File: src/rtl/sram_req_arbiter_if.sv
// SRAM-like request/response bundle: master drives the address phase,
// slave answers with addr_ok, data_ok and rdata.
interface sram_req_arbiter_if;
   logic        req;
   logic        wr;
   logic [1:0]  size;
   logic [31:0] addr;
   logic [31:0] wdata;
   logic        addr_ok;
   logic        data_ok;
   logic [31:0] rdata;

   modport master (
      output req, wr, size, addr, wdata,
      input  addr_ok, data_ok, rdata
   );

   modport slave (
      input  req, wr, size, addr, wdata,
      output addr_ok, data_ok, rdata
   );
endinterface

File: src/rtl/sram_req_arbiter.sv
// Shares one SRAM-like bus between the IF and EXE requesters, with request locking and an
// in-order tag FIFO for response steering. Optional macro: ARB_ROUND_ROBIN_EN.
module sram_req_arbiter #(
   parameter int MAX_OUT = 4,
   parameter int TAG_AW  = 2
) (
   input  logic               clk,
   input  logic               resetn,
   sram_req_arbiter_if.slave  inst,
   sram_req_arbiter_if.slave  data,
   sram_req_arbiter_if.master bus
);

   typedef enum logic {SRC_INST = 1'b0, SRC_DATA = 1'b1} src_t;
   typedef enum logic {ST_OPEN = 1'b0, ST_LOCKED = 1'b1} lock_t;

   localparam logic [TAG_AW:0]   CNT_FULL = (TAG_AW+1)'(MAX_OUT);
   localparam logic [TAG_AW-1:0] PTR_LAST = TAG_AW'(MAX_OUT - 1);

   lock_t             r_lock_state;
   lock_t             w_lock_next;
   src_t              r_grant;
   src_t              w_grant;
   logic [TAG_AW-1:0] r_wptr;
   logic [TAG_AW-1:0] r_rptr;
   logic [TAG_AW:0]   r_out_cnt;
   logic              r_tag_mem [MAX_OUT];

   logic w_granted_req;
   logic w_full;
   logic w_bus_req;
   logic w_push;
   logic w_pop;
   logic w_head_tag;

`ifdef ARB_ROUND_ROBIN_EN
   src_t r_rr_last;

   always_ff @(posedge clk) begin
      if (!resetn)
         r_rr_last <= SRC_INST;
      else if (w_push)
         r_rr_last <= w_grant;
   end

   // While locked the grant is frozen so a late requester cannot steal the address phase.
   always_comb begin
      w_grant = r_grant;
      if (r_lock_state == ST_OPEN) begin
         if (data.req && inst.req)
            w_grant = (r_rr_last == SRC_DATA) ? SRC_INST : SRC_DATA;
         else if (data.req)
            w_grant = SRC_DATA;
         else if (inst.req)
            w_grant = SRC_INST;
      end
   end
`else
   // While locked the grant is frozen so a late requester cannot steal the address phase.
   always_comb begin
      w_grant = r_grant;
      if (r_lock_state == ST_OPEN) begin
         if (data.req)
            w_grant = SRC_DATA;
         else if (inst.req)
            w_grant = SRC_INST;
      end
   end
`endif

   assign w_granted_req = (w_grant == SRC_DATA) ? data.req : inst.req;
   assign w_full        = (r_out_cnt == CNT_FULL);
   assign w_bus_req     = w_granted_req & ~w_full;
   assign w_push        = w_bus_req & bus.addr_ok;
   assign w_pop         = bus.data_ok & (r_out_cnt != '0);
   assign w_head_tag    = r_tag_mem[r_rptr];

   assign bus.req   = w_bus_req;
   assign bus.wr    = w_bus_req & ((w_grant == SRC_DATA) ? data.wr : inst.wr);
   assign bus.size  = w_bus_req ? ((w_grant == SRC_DATA) ? data.size  : inst.size)  : 2'd0;
   assign bus.addr  = w_bus_req ? ((w_grant == SRC_DATA) ? data.addr  : inst.addr)  : 32'd0;
   assign bus.wdata = w_bus_req ? ((w_grant == SRC_DATA) ? data.wdata : inst.wdata) : 32'd0;

   assign inst.addr_ok = w_push & (w_grant == SRC_INST);
   assign data.addr_ok = w_push & (w_grant == SRC_DATA);

   // A beat arriving with nothing outstanding is a protocol error and is dropped.
   assign inst.data_ok = w_pop & (w_head_tag == SRC_INST);
   assign data.data_ok = w_pop & (w_head_tag == SRC_DATA);
   assign inst.rdata   = bus.rdata;
   assign data.rdata   = bus.rdata;

   always_ff @(posedge clk) begin
      if (!resetn) begin
         r_lock_state <= ST_OPEN;
         r_grant      <= SRC_DATA;
      end else begin
         r_lock_state <= w_lock_next;
         r_grant      <= w_grant;
      end
   end

   always_comb begin
      w_lock_next = r_lock_state;
      case (r_lock_state)
         ST_OPEN:   if (w_bus_req && !bus.addr_ok) w_lock_next = ST_LOCKED;
         ST_LOCKED: if (w_push)                    w_lock_next = ST_OPEN;
         default:   w_lock_next = ST_OPEN;
      endcase
   end

   always_ff @(posedge clk) begin
      if (w_push)
         r_tag_mem[r_wptr] <= w_grant;
   end

   always_ff @(posedge clk) begin
      if (!resetn) begin
         r_wptr    <= '0;
         r_rptr    <= '0;
         r_out_cnt <= '0;
      end else begin
         if (w_push)
            r_wptr <= (r_wptr == PTR_LAST) ? '0 : r_wptr + 1'b1;
         if (w_pop)
            r_rptr <= (r_rptr == PTR_LAST) ? '0 : r_rptr + 1'b1;
         case ({w_push, w_pop})
            2'b10:   r_out_cnt <= r_out_cnt + 1'b1;
            2'b01:   r_out_cnt <= r_out_cnt - 1'b1;
            default: r_out_cnt <= r_out_cnt;
         endcase
      end
   end

endmodule

File: src/flat_wrapper.sv
// flat-port wrapper written by rule: the top's interface ports become plain ports
module sram_req_arbiter_flat 
#(
   parameter int MAX_OUT = 4,
   parameter int TAG_AW  = 2
)
  (clk, resetn, inst_req, inst_wr, inst_size, inst_addr, inst_wdata, inst_addr_ok, inst_data_ok, inst_rdata, data_req, data_wr, data_size, data_addr, data_wdata, data_addr_ok, data_data_ok, data_rdata, bus_req, bus_wr, bus_size, bus_addr, bus_wdata, bus_addr_ok, bus_data_ok, bus_rdata);
  sram_req_arbiter_if inst_i ();
  sram_req_arbiter_if data_i ();
  sram_req_arbiter_if bus_i ();
  input  logic clk;
  input  logic resetn;
  input wire logic [$bits(inst_i.req)-1:0] inst_req;
  input wire logic [$bits(inst_i.wr)-1:0] inst_wr;
  input wire logic [$bits(inst_i.size)-1:0] inst_size;
  input wire logic [$bits(inst_i.addr)-1:0] inst_addr;
  input wire logic [$bits(inst_i.wdata)-1:0] inst_wdata;
  output wire logic [$bits(inst_i.addr_ok)-1:0] inst_addr_ok;
  output wire logic [$bits(inst_i.data_ok)-1:0] inst_data_ok;
  output wire logic [$bits(inst_i.rdata)-1:0] inst_rdata;
  input wire logic [$bits(data_i.req)-1:0] data_req;
  input wire logic [$bits(data_i.wr)-1:0] data_wr;
  input wire logic [$bits(data_i.size)-1:0] data_size;
  input wire logic [$bits(data_i.addr)-1:0] data_addr;
  input wire logic [$bits(data_i.wdata)-1:0] data_wdata;
  output wire logic [$bits(data_i.addr_ok)-1:0] data_addr_ok;
  output wire logic [$bits(data_i.data_ok)-1:0] data_data_ok;
  output wire logic [$bits(data_i.rdata)-1:0] data_rdata;
  output wire logic [$bits(bus_i.req)-1:0] bus_req;
  output wire logic [$bits(bus_i.wr)-1:0] bus_wr;
  output wire logic [$bits(bus_i.size)-1:0] bus_size;
  output wire logic [$bits(bus_i.addr)-1:0] bus_addr;
  output wire logic [$bits(bus_i.wdata)-1:0] bus_wdata;
  input wire logic [$bits(bus_i.addr_ok)-1:0] bus_addr_ok;
  input wire logic [$bits(bus_i.data_ok)-1:0] bus_data_ok;
  input wire logic [$bits(bus_i.rdata)-1:0] bus_rdata;
  assign inst_i.req = inst_req;
  assign inst_i.wr = inst_wr;
  assign inst_i.size = inst_size;
  assign inst_i.addr = inst_addr;
  assign inst_i.wdata = inst_wdata;
  assign inst_addr_ok = inst_i.addr_ok;
  assign inst_data_ok = inst_i.data_ok;
  assign inst_rdata = inst_i.rdata;
  assign data_i.req = data_req;
  assign data_i.wr = data_wr;
  assign data_i.size = data_size;
  assign data_i.addr = data_addr;
  assign data_i.wdata = data_wdata;
  assign data_addr_ok = data_i.addr_ok;
  assign data_data_ok = data_i.data_ok;
  assign data_rdata = data_i.rdata;
  assign bus_req = bus_i.req;
  assign bus_wr = bus_i.wr;
  assign bus_size = bus_i.size;
  assign bus_addr = bus_i.addr;
  assign bus_wdata = bus_i.wdata;
  assign bus_i.addr_ok = bus_addr_ok;
  assign bus_i.data_ok = bus_data_ok;
  assign bus_i.rdata = bus_rdata;
  sram_req_arbiter #(.MAX_OUT(MAX_OUT), .TAG_AW(TAG_AW)) u_core (.clk(clk), .resetn(resetn), .inst(inst_i), .data(data_i), .bus(bus_i));
endmodule
File: config.mk
export PLATFORM = sky130hd
export DESIGN_NAME = sram_req_arbiter_flat
export DESIGN_NICKNAME = d
export VERILOG_FILES = /design/src/rtl/sram_req_arbiter_if.sv /design/src/rtl/sram_req_arbiter.sv /design/src/flat_wrapper.sv
export SDC_FILE = /design/constraint.sdc
export NUM_CORES = 1
export LEC_CHECK = 0
export BUFFER_PORTS_ARGS = -buffer_cell sky130_fd_sc_hd__buf_2
export CORE_AREA = 2 2 118 120
export DETAILED_ROUTE_END_ITERATION = 8
export DIE_AREA = 0 0 120 122
export MAX_ROUTING_LAYER = met4
export PLACE_DENSITY = 0.5
export SETUP_SLACK_MARGIN = 0.02
export SYNTH_ARGS = -nofsm -noshare
export SYNTH_HDL_FRONTEND = slang
export SYNTH_SLANG_ARGS = --single-unit
File: constraint.sdc
create_clock -name clk -period 2.31 [get_ports clk]
set_input_delay 0.231 -clock clk [delete_from_list [all_inputs] [get_ports clk]]
set_output_delay 0.231 -clock clk [all_outputs]
set_load 0.1 [all_outputs]
# --- Yosys cells after proc, flatten, opt, wreduce, memory -nomap -nowiden ---
# Memories as Yosys holds them, arrays and structs flattened. A register that Yosys moved wholly into a read port is not among the register bits.
# Index checks and enable logic that the tools add are counted.
word_totals:
  input_bits: 172
  word_cells: 52
  register_bits: 9
  mem_count: 1
  ram_bits: 4
mem_list:
  columns: ["name", "words", "word_bits", "rd", "rd_clocked_by_memory_dff", "write_ports", "line", "rtl"]
  rows:
  - ["u_core.r_tag_mem", 4, 1, 1, 1, 1, "sram_req_arbiter.sv:27", "logic r_tag_mem [MAX_OUT];"]
classes:
  bitwise_logic: 12
  mux: 21
  addsub: 4
  n_reduce_logical: 4
  eq_ne: 5
ops:
  columns: ["op", "count"]
  rows:
  - ["two-way mux 32 bit", 4]
  - ["two-way mux 2 bit", 6]
  - ["two-way mux 1 bit", 9]
  - ["bitwise AND 1 bit", 8]
  - ["equality test 2 bit (second input constant)", 3]
  - ["case mux 3 bit (2 select lines)", 1]
  - ["adder 2 x 1 -> 2 bit (second input constant)", 2]
  - ["NOT 1 bit", 4]
  - ["adder 3 x 1 -> 3 bit (second input constant)", 1]
  - ["equality test 3 bit (second input constant)", 1]
  - ["nonzero test 3 bit", 1]
  - ["subtractor 3 x 1 -> 3 bit (second input constant)", 1]
  - ["equality test 2 x 1 -> 1 bit (second input constant)", 1]
  - ["case mux 1 bit (2 select lines)", 1]
  - ["nonzero test 2 bit", 1]
  - ["logical AND 1 bit", 1]
  - ["logical NOT 1 bit", 1]

# --- Logic depth before layout (Yosys ltp) ---
# Gate-level depths: netlist of the first run.
logic_depth:
  ltp_word: 8
  ltp_mapped: 9
  ltp_nobuf: 9

# --- Worst setup path before layout of the first run ---
# No wires, ideal clock.
synth_timing:
  path_kind: "reg-to-output"
  from: "register u_core.r_out_cnt[0]"
  to: "output port bus_addr[23]"
  n_path_buf: 3
  t_required_ns: 2.079
  arrival_time_ns: 2.349
  stages_incl_launch_ff: 8
  setup_slack_ns: -0.270
  path_cell_list: "dfxtp_1 nor2_1 a32oi_1 nand2b_1 buf_2 buf_6 buf_6 nor2_1"
synth_via:
  elab_chain_cells: 4
synth_rtl:
  columns: ["element", "line", "rtl"]
  rows:
  - ["start, declared", "sram_req_arbiter.sv:26", "logic [TAG_AW:0] r_out_cnt;"]
  - ["start signal, assigned", "sram_req_arbiter.sv:128", "2'b10: r_out_cnt <= r_out_cnt + 1'b1;"]
  - ["start signal, assigned", "sram_req_arbiter.sv:129", "2'b01: r_out_cnt <= r_out_cnt - 1'b1;"]
  - ["start signal, assigned", "sram_req_arbiter.sv:130", "default: r_out_cnt <= r_out_cnt;"]
  - ["equality test 3 bit", "sram_req_arbiter.sv:72", "assign w_full = (r_out_cnt == CNT_FULL);"]
  - ["NOT 1 bit", "sram_req_arbiter.sv:73", "assign w_bus_req = w_granted_req & ~w_full;"]
  - ["bitwise AND 1 bit", "sram_req_arbiter.sv:73", null]
  - ["two-way mux 32 bit", "sram_req_arbiter.sv:81", "assign bus.addr = w_bus_req ? ((w_grant == SRC_DATA) ? data.addr : inst.addr) : 32'd0;"]
  - ["end, declared", "flat_wrapper.sv:32", "output wire logic [$bits(bus_i.addr)-1:0] bus_addr;"]
# Every way passes these cells.

==> summary.txt, run 1 <==
CTS Buf Count: 3
final setup fails: 0
Die Span X: 120 um
minimum clock period: 2170 ps
Post-CTS Setup Bufs: 0
final antenna-violating net count: 0
status: complete, no violations
synthesized instance count: 287
share of synthesized flip-flops with an asynchronous set or reset: 0%
most used cell, CP: buf_12
initial DRC count: 55
RR Endpoint: u_core.r_out_cnt[2]
crit path cell chain: nand2b_1, a2bb2oi_4, buf_12, mux2i_1, nor2_1, buf_12
VDD IR max: 598 uV
ratio of cells with drive above 1 in the final layout: 65.9%
CTS sink count: 15
synth top area cells: mux2i_1, buf_4, dfxtp_1
vias per inst: 3.85
crit path buf inv count: 2
Crit Path Category: reg -> out
min-delay src: resetn
PwrDens: 1260 nW/um^2
Area Overhead vs Synth: 86.2%
Setup crit start kind: flip-flop
final worst setup slack: 139 ps
starting density of the core: 17.2%
routed len/inst: 14.5 um
post-route clock skew: 3.68 ps
fmax: 461 MHz
Worst EP required: 2080 ps
DRC Markers: 0
max_cap viols: 0
drt total wl: 8800 um
Worst Path Arrival: 1940 ps
WHS: 259 ps
fin crit share: 94.0%
first-pass GRT wire length: 12,800 um
cell type with the largest total area after synthesis: mux2i_1
Nets: 608
via count: 2,338
PortBufs: 211
post-synthesis sequential area ratio: 14.7%
HPWL Detailed: 7590 um
Syn. warnings: 0
H-tree depth: 1
CTS tree: yes
ant diodes: 0
R2R cell count: 9
RSZ-0062 raised after global routing: no
die area: 14,600 sq um
Top-Level Pins: 308
syn avg cell area: 8.07 sq um
gr ovfl total: 0
Worst R2R Setup Slack: 160 ps
Post-synth EDFFs: 4
Final Max Tran Viols: 0
synth unique cells: 31
Slowest-stage cell, CP: a2bb2oi_4
worst-margin pin slew: 486 ps
CTS resizes: 0
Hold EP: u_core.r_grant
Max Buffers Root-to-Sink: 2
core area: 13,500 sq um
Die H: 122 um
row count: 43
leakage power: 0.00202 uW
launching point of the worst reg2reg path: u_core.r_grant
Detailed Routing Iterations Pass 1: 4
largest net degree at the start of global routing: 39
clock latency on the worst-skew pair: 240 ps
Hold Fails Final Rpt: 0
clk slew on worst S/H paths: 50 ps
Root Buffer: clkbuf_16
Post-CTS Hold Fix Bufs: 0
GP Congestion: 0.753
initial antenna violation count: 0
pre-CTS setup slack: 157 ps
Mapped Area: 2320 sq um
CP max stage delay: 350 ps
worst rel slew slack: 67.8%
Hold Path Class: in -> reg
Post-Syn Nets: 466
#FFs+latches synth: 15
Final Total Pwr: 5450 uW
vias in the first global route: 2,417
worst-path maximum fanout: 19
CP Capture Type: output pin
hold path cells: 2
Most used DFF post-synth: dfxtp_1
GRT Total Usage: 11.2%
share of the synthesized area in the top cell type: 30.3%
delay-heaviest family, CP: buffers and inverters
## through the flow
| step | area (sq um) | setup TNS, ps | instances | utilization, % |
|---|---|---|---|---|
| finish | 4310 | 0 | 608 | 31.9 |
| global route | 4310 | 0 | 608 | 31.9 |
| CTS | 4290 | 0 | 607 | 31.7 |
| detailed placement | 4210 | 0 | 603 | 31.1 |
| global placement | 4210 | 0 | 603 | 31.1 |
| floorplan | 2400 | -3790 | 287 | - |
## placed cells by master (no fill, tap or decap), drive strengths merged, types with 2 or more instances in the layout
cell type,count
inv,9
buf,217
ha,6
nand2b,3
nor2b,3
mux2i,70
nand2,6
edfxtp,4
and3,4
o21ai,2
a21oi,2
dfxtp,11
nor2,72
clkbuf,4
and2,2
## where the power goes
group | switching, uW | internal (uW) | total, uW
clock network | 102 | 231 | 333
logic | 3130 | 1600 | 4740
registers | 52.5 | 332 | 384
## Yosys cell counts (2+ instances only)
library cell  count
buf_4            71
a21oi_1           2
dfxtp_1          11
o21ai_0           2
and2_1            2
nor2_2           18
nor2_1           54
inv_1             7
buf_2             5
ha_1              6
and3_1            4
edfxtp_1          4
buf_6             4
nand2_1           6
inv_2             2
mux2i_1          70
nor2b_1           3
nand2b_1          3
## cell families after synthesis
| family | Yosys count | synth area share, % |
|---|---|---|
| XOR/XNOR | 2 | 0.756 |
| adder cells (fa/ha/maj) | 7 | 4.11 |
| multiplexers | 71 | 31.2 |
| AO/OA/AOI/OAI | 9 | 2.92 |
| buffers and inverters | 90 | 27.7 |
| AND/OR/NAND/NOR | 93 | 18.6 |
| flip-flops | 15 | 14.7 |
## metal layers
layer	vias to the layer above	wire length, um	global-route usage (%)
met3	6	615	2.43
met5	-	0	-
met2	119	4700	19.6
li1	1161	-	-
met4	0	44	2.21
met1	1052	3440	13.3
## worst max-delay path by stage
stage / start / to / slack [ps] / depth (start not counted)
2_1_floorplan: u_core.r_out_cnt[0] / bus_addr[11] / -250 / 7
3_3_place_gp: flip-flop / u_core.r_out_cnt[2] / 220 / 9
3_5_place_dp: flip-flop / u_core.r_out_cnt[2] / 160 / 9
4_1_cts: flip-flop / bus_addr[14] / 80 / 6
5_1_grt: flip-flop / bus_wdata[26] / 30 / 6
6_report: flip-flop / bus_addr[17] / 140 / 6
## layout make-up
class                      instances  area [sq um]
clock buffer                       3          75.1
clock inverter                     1          5.00
fill                            1423          9190
inverter                           9          33.8
multi-input combinational        182          1450
sequential                        15           342
tap                              180           225
timing repair buffer             218          2180
(Power assumes the default switching activity.)
==> run 2, diff against run 1 <==
--- a/config.mk
+++ b/config.mk
@@ -5,12 +5,14 @@
 export SDC_FILE = /design/constraint.sdc
 export NUM_CORES = 1
 export LEC_CHECK = 0
+export ABC_AREA = 1
 export BUFFER_PORTS_ARGS = -buffer_cell sky130_fd_sc_hd__buf_2
-export CORE_AREA = 2 2 118 120
+export CAP_MARGIN = 0
+export CORE_AREA = 2 2 119 121
 export DETAILED_ROUTE_END_ITERATION = 8
-export DIE_AREA = 0 0 120 122
+export DIE_AREA = 0 0 121 123
 export MAX_ROUTING_LAYER = met4
-export PLACE_DENSITY = 0.5
+export PLACE_DENSITY = 0.49
 export SETUP_SLACK_MARGIN = 0.02
 export SYNTH_ARGS = -nofsm -noshare
 export SYNTH_HDL_FRONTEND = slang
==> run 2 against run 1 <==
Compared with the run above:
- routed wire length up 11%
- total power up 9.4%
- clock power rose by 3%
- synthesized cell count up 32%
- final area grew 0.26%
- final cell count increased by 14%
- critical path type unchanged
==> summary.txt, run 2 <==
status: complete, no violations
Worst Path Arrival: 1830 ps (-110 ps)
Root Buffer: clkbuf_16
Max Buffers Root-to-Sink: 2 (unchanged)
Fin Setup TNS: 0 ps (unchanged)
commonest non-fill, non-tap cells in the layout: nand2_1, buf_2, buf_12
Nets: 693 (+14%)
worst rel slew slack: 67.5% (-0.34 points)
Die Span X: 121 um (+0.83%)
largest net degree at the start of global routing: 73 (+87%)
leading cell type in the layout, fill and taps excluded: nand2_1
core area: 13,600 sq um (+0.80%)
Hold Path Class: in -> reg
CTS tree: yes
ratio of cells with drive above 1 in the final layout: 56.9% (-9.0 points)
CP Capture Type: output pin
fmax: 484 MHz (+5.2%)
HPWL Detailed: 8240 um (+8.6%)
starting density of the core: 16.4% (-0.71 points)
#FFs+latches synth: 15 (unchanged)
share of synthesized flip-flops with an asynchronous set or reset: 0% (unchanged)
ant diodes: 0 (unchanged)
final antenna-violating net count: 0 (unchanged)
row count: 43 (unchanged)
PortBufs: 211 (unchanged)
worst-path maximum fanout: 25 (+6)
Worst EP required: 2080 ps (about the same)
synth top area cells: nand2_1, buf_4, a21oi_1
final setup fails: 0 (unchanged)
RSZ-0062 raised after global routing: no
CTS resizes: 0 (unchanged)
Synth top cells by count: nand2_1, buf_4, a21oi_1
leakage power: 0.00202 uW (+0.34%)
Hold Fails Final Rpt: 0 (unchanged)
minimum clock period: 2060 ps (-107 ps)
WHS: 250 ps (-9.00 ps)
Most used DFF post-synth: dfxtp_1
CTS sink count: 15 (unchanged)
Final Total Pwr: 5970 uW (+9.4%)
clock latency on the worst-skew pair: 250 ps (about the same)
clk slew on worst S/H paths: 50 ps (about the same)
most frequent cell after synthesis: nand2_1
vias per inst: 3.91 (+1.7%)
fin crit share: 89.4% (-4.6 points)
worst-margin pin slew: 491 ps (+5.10 ps)
synthesized instance count: 378 (+32%)
vias in the first global route: 2,552 (+5.6%)
XOR/XNOR share of the synthesized area: 0% (-0.76 points)
gr ovfl total: 0 (unchanged)
via count: 2,710 (+16%)
Detailed Routing Iterations Pass 1: 4 (unchanged)
Worst R2R Setup Slack: 340 ps (+180 ps)
post-synthesis sequential area ratio: 15.2% (+0.51 points)
GRT Total Usage: 12.2% (+1.0 points)
PwrDens: 1380 nW/um^2 (+9.1%)
initial DRC count: 67 (+22%)
largest family of logic cells by synthesized area: buffers and inverters
routed len/inst: 14.2 um (-2.2%)
Mapped Area: 2240 sq um (-3.3%)
VDD IR max: 655 uV (+9.7%)
first-pass GRT wire length: 14,100 um (+10%)
initial antenna violation count: 0 (unchanged)
max_cap viols: 0 (unchanged)
post-route clock skew: 3.42 ps (-0.262 ps)
multiplexer share of the synthesized area: 0% (-31 points)
Post-synth EDFFs: 4 (unchanged)
share of the synthesized area in the top cell type: 24.5% (-5.8 points)
Simple-Gate Fraction of Synth Area: 29.7% (+11 points)
syn avg cell area: 5.92 sq um (-27%)
cell type with the largest total area after synthesis: nand2_1
H-tree depth: 1 (unchanged)
Syn. warnings: 0 (unchanged)
drt total wl: 9810 um (+11%)
GP Congestion: 0.786 (+4.3%)
Area Overhead vs Synth: 93.2%
compound-gate portion of the synthesized area: 20.0% (+17 points)
Die H: 123 um (+0.82%)
Synth Area in Adders: 4.25% (+0.14 points)
DRC Markers: 0 (unchanged)
Top-Level Pins: 308 (unchanged)
Post-CTS Hold Fix Bufs: 0 (unchanged)
Setup crit start kind: flip-flop
CTS Buf Count: 3 (unchanged)
synth unique cells: 22 (-29%)
Post-CTS Setup Bufs: 0 (unchanged)
Post-Syn Nets: 557 (+20%)
Final Max Tran Viols: 0 (unchanged)
die area: 14,900 sq um (+1.7%)
Crit Path Category: reg -> out
-- run 2: cell types whose count changed in the layout (fill, tap and decap cells not counted), moves of 9 or more --
cell,change
a21oi_2,+62
a21oi_1,+9
nor2_2,-51
mux2i_1,-70
nand2_1,+140
inv_1,+9
-- run 2: final timing paths --
kind / cells past startpoint / start / to
setup / recovery: 9 / flip-flop / bus_addr[4]
hold / removal: 2 / resetn / u_core.r_grant
setup reg to reg: 12 / flip-flop / u_core.r_out_cnt[2]
hold reg to reg: 2 / flip-flop / flip-flop
-- run 2: kinds of logic (layout without fill, tap and decap cells) --
logic type / Yosys count / in the layout
AO/OA/AOI/OAI: 81 / 81
flip-flops: 15 / 15
buffers and inverters: 105 / 240
AND/OR/NAND/NOR: 170 / 170
adder cells (fa/ha/maj): 7 / 7
-- run 2: metal layers --
layer | up-vias | wire length, um | track usage (%)
met5 | - | 0 | -
met4 | 0 | 27 | 1.09
met3 | 2 | 809 | 3.51
met2 | 161 | 5280 | 22.2
met1 | 1147 | 3690 | 13.9
li1 | 1400 | - | -
-- run 2: cell type report --
| cell class | count | area, sq um |
|---|---|---|
| multi-input combinational | 258 | 1420 |
| tap | 180 | 225 |
| clock inverter | 1 | 7.51 |
| clock buffer | 3 | 75.1 |
| fill | 1476 | 9290 |
| sequential | 15 | 340 |
| inverter | 18 | 67.6 |
| timing repair buffer | 218 | 2190 |
-- run 2: critical path, cell delays in order (launching register included) --
cell     delay, ps
dfxtp_1        300
inv_2           60
nand2_2         60
nand2_2         80
nand2_4         70
inv_2          250
buf_12         210
nand2_1         80
a21oi_2        250
buf_12         210
-- run 2: through the flow --
| step | std cells | instance area [sq um] | setup WS (ps) | utilization [%] |
|---|---|---|---|---|
| floorplan | 378 | 2440 | -195 | - |
| global placement | 689 | 4240 | 400 | 31.2 |
| detailed placement | 689 | 4240 | 323 | 31.2 |
| CTS | 693 | 4320 | 200 | 31.8 |
| global route | 693 | 4320 | 51.4 | 31.8 |
| finish | 693 | 4320 | 246 | 31.8 |
-- run 2: report_power, final --
group	switching, uW	internal [uW]	total [uW]
clock	109	233	342
sequential	35.0	342	377
combinational	3580	1670	5250
total	3720	2240	5970
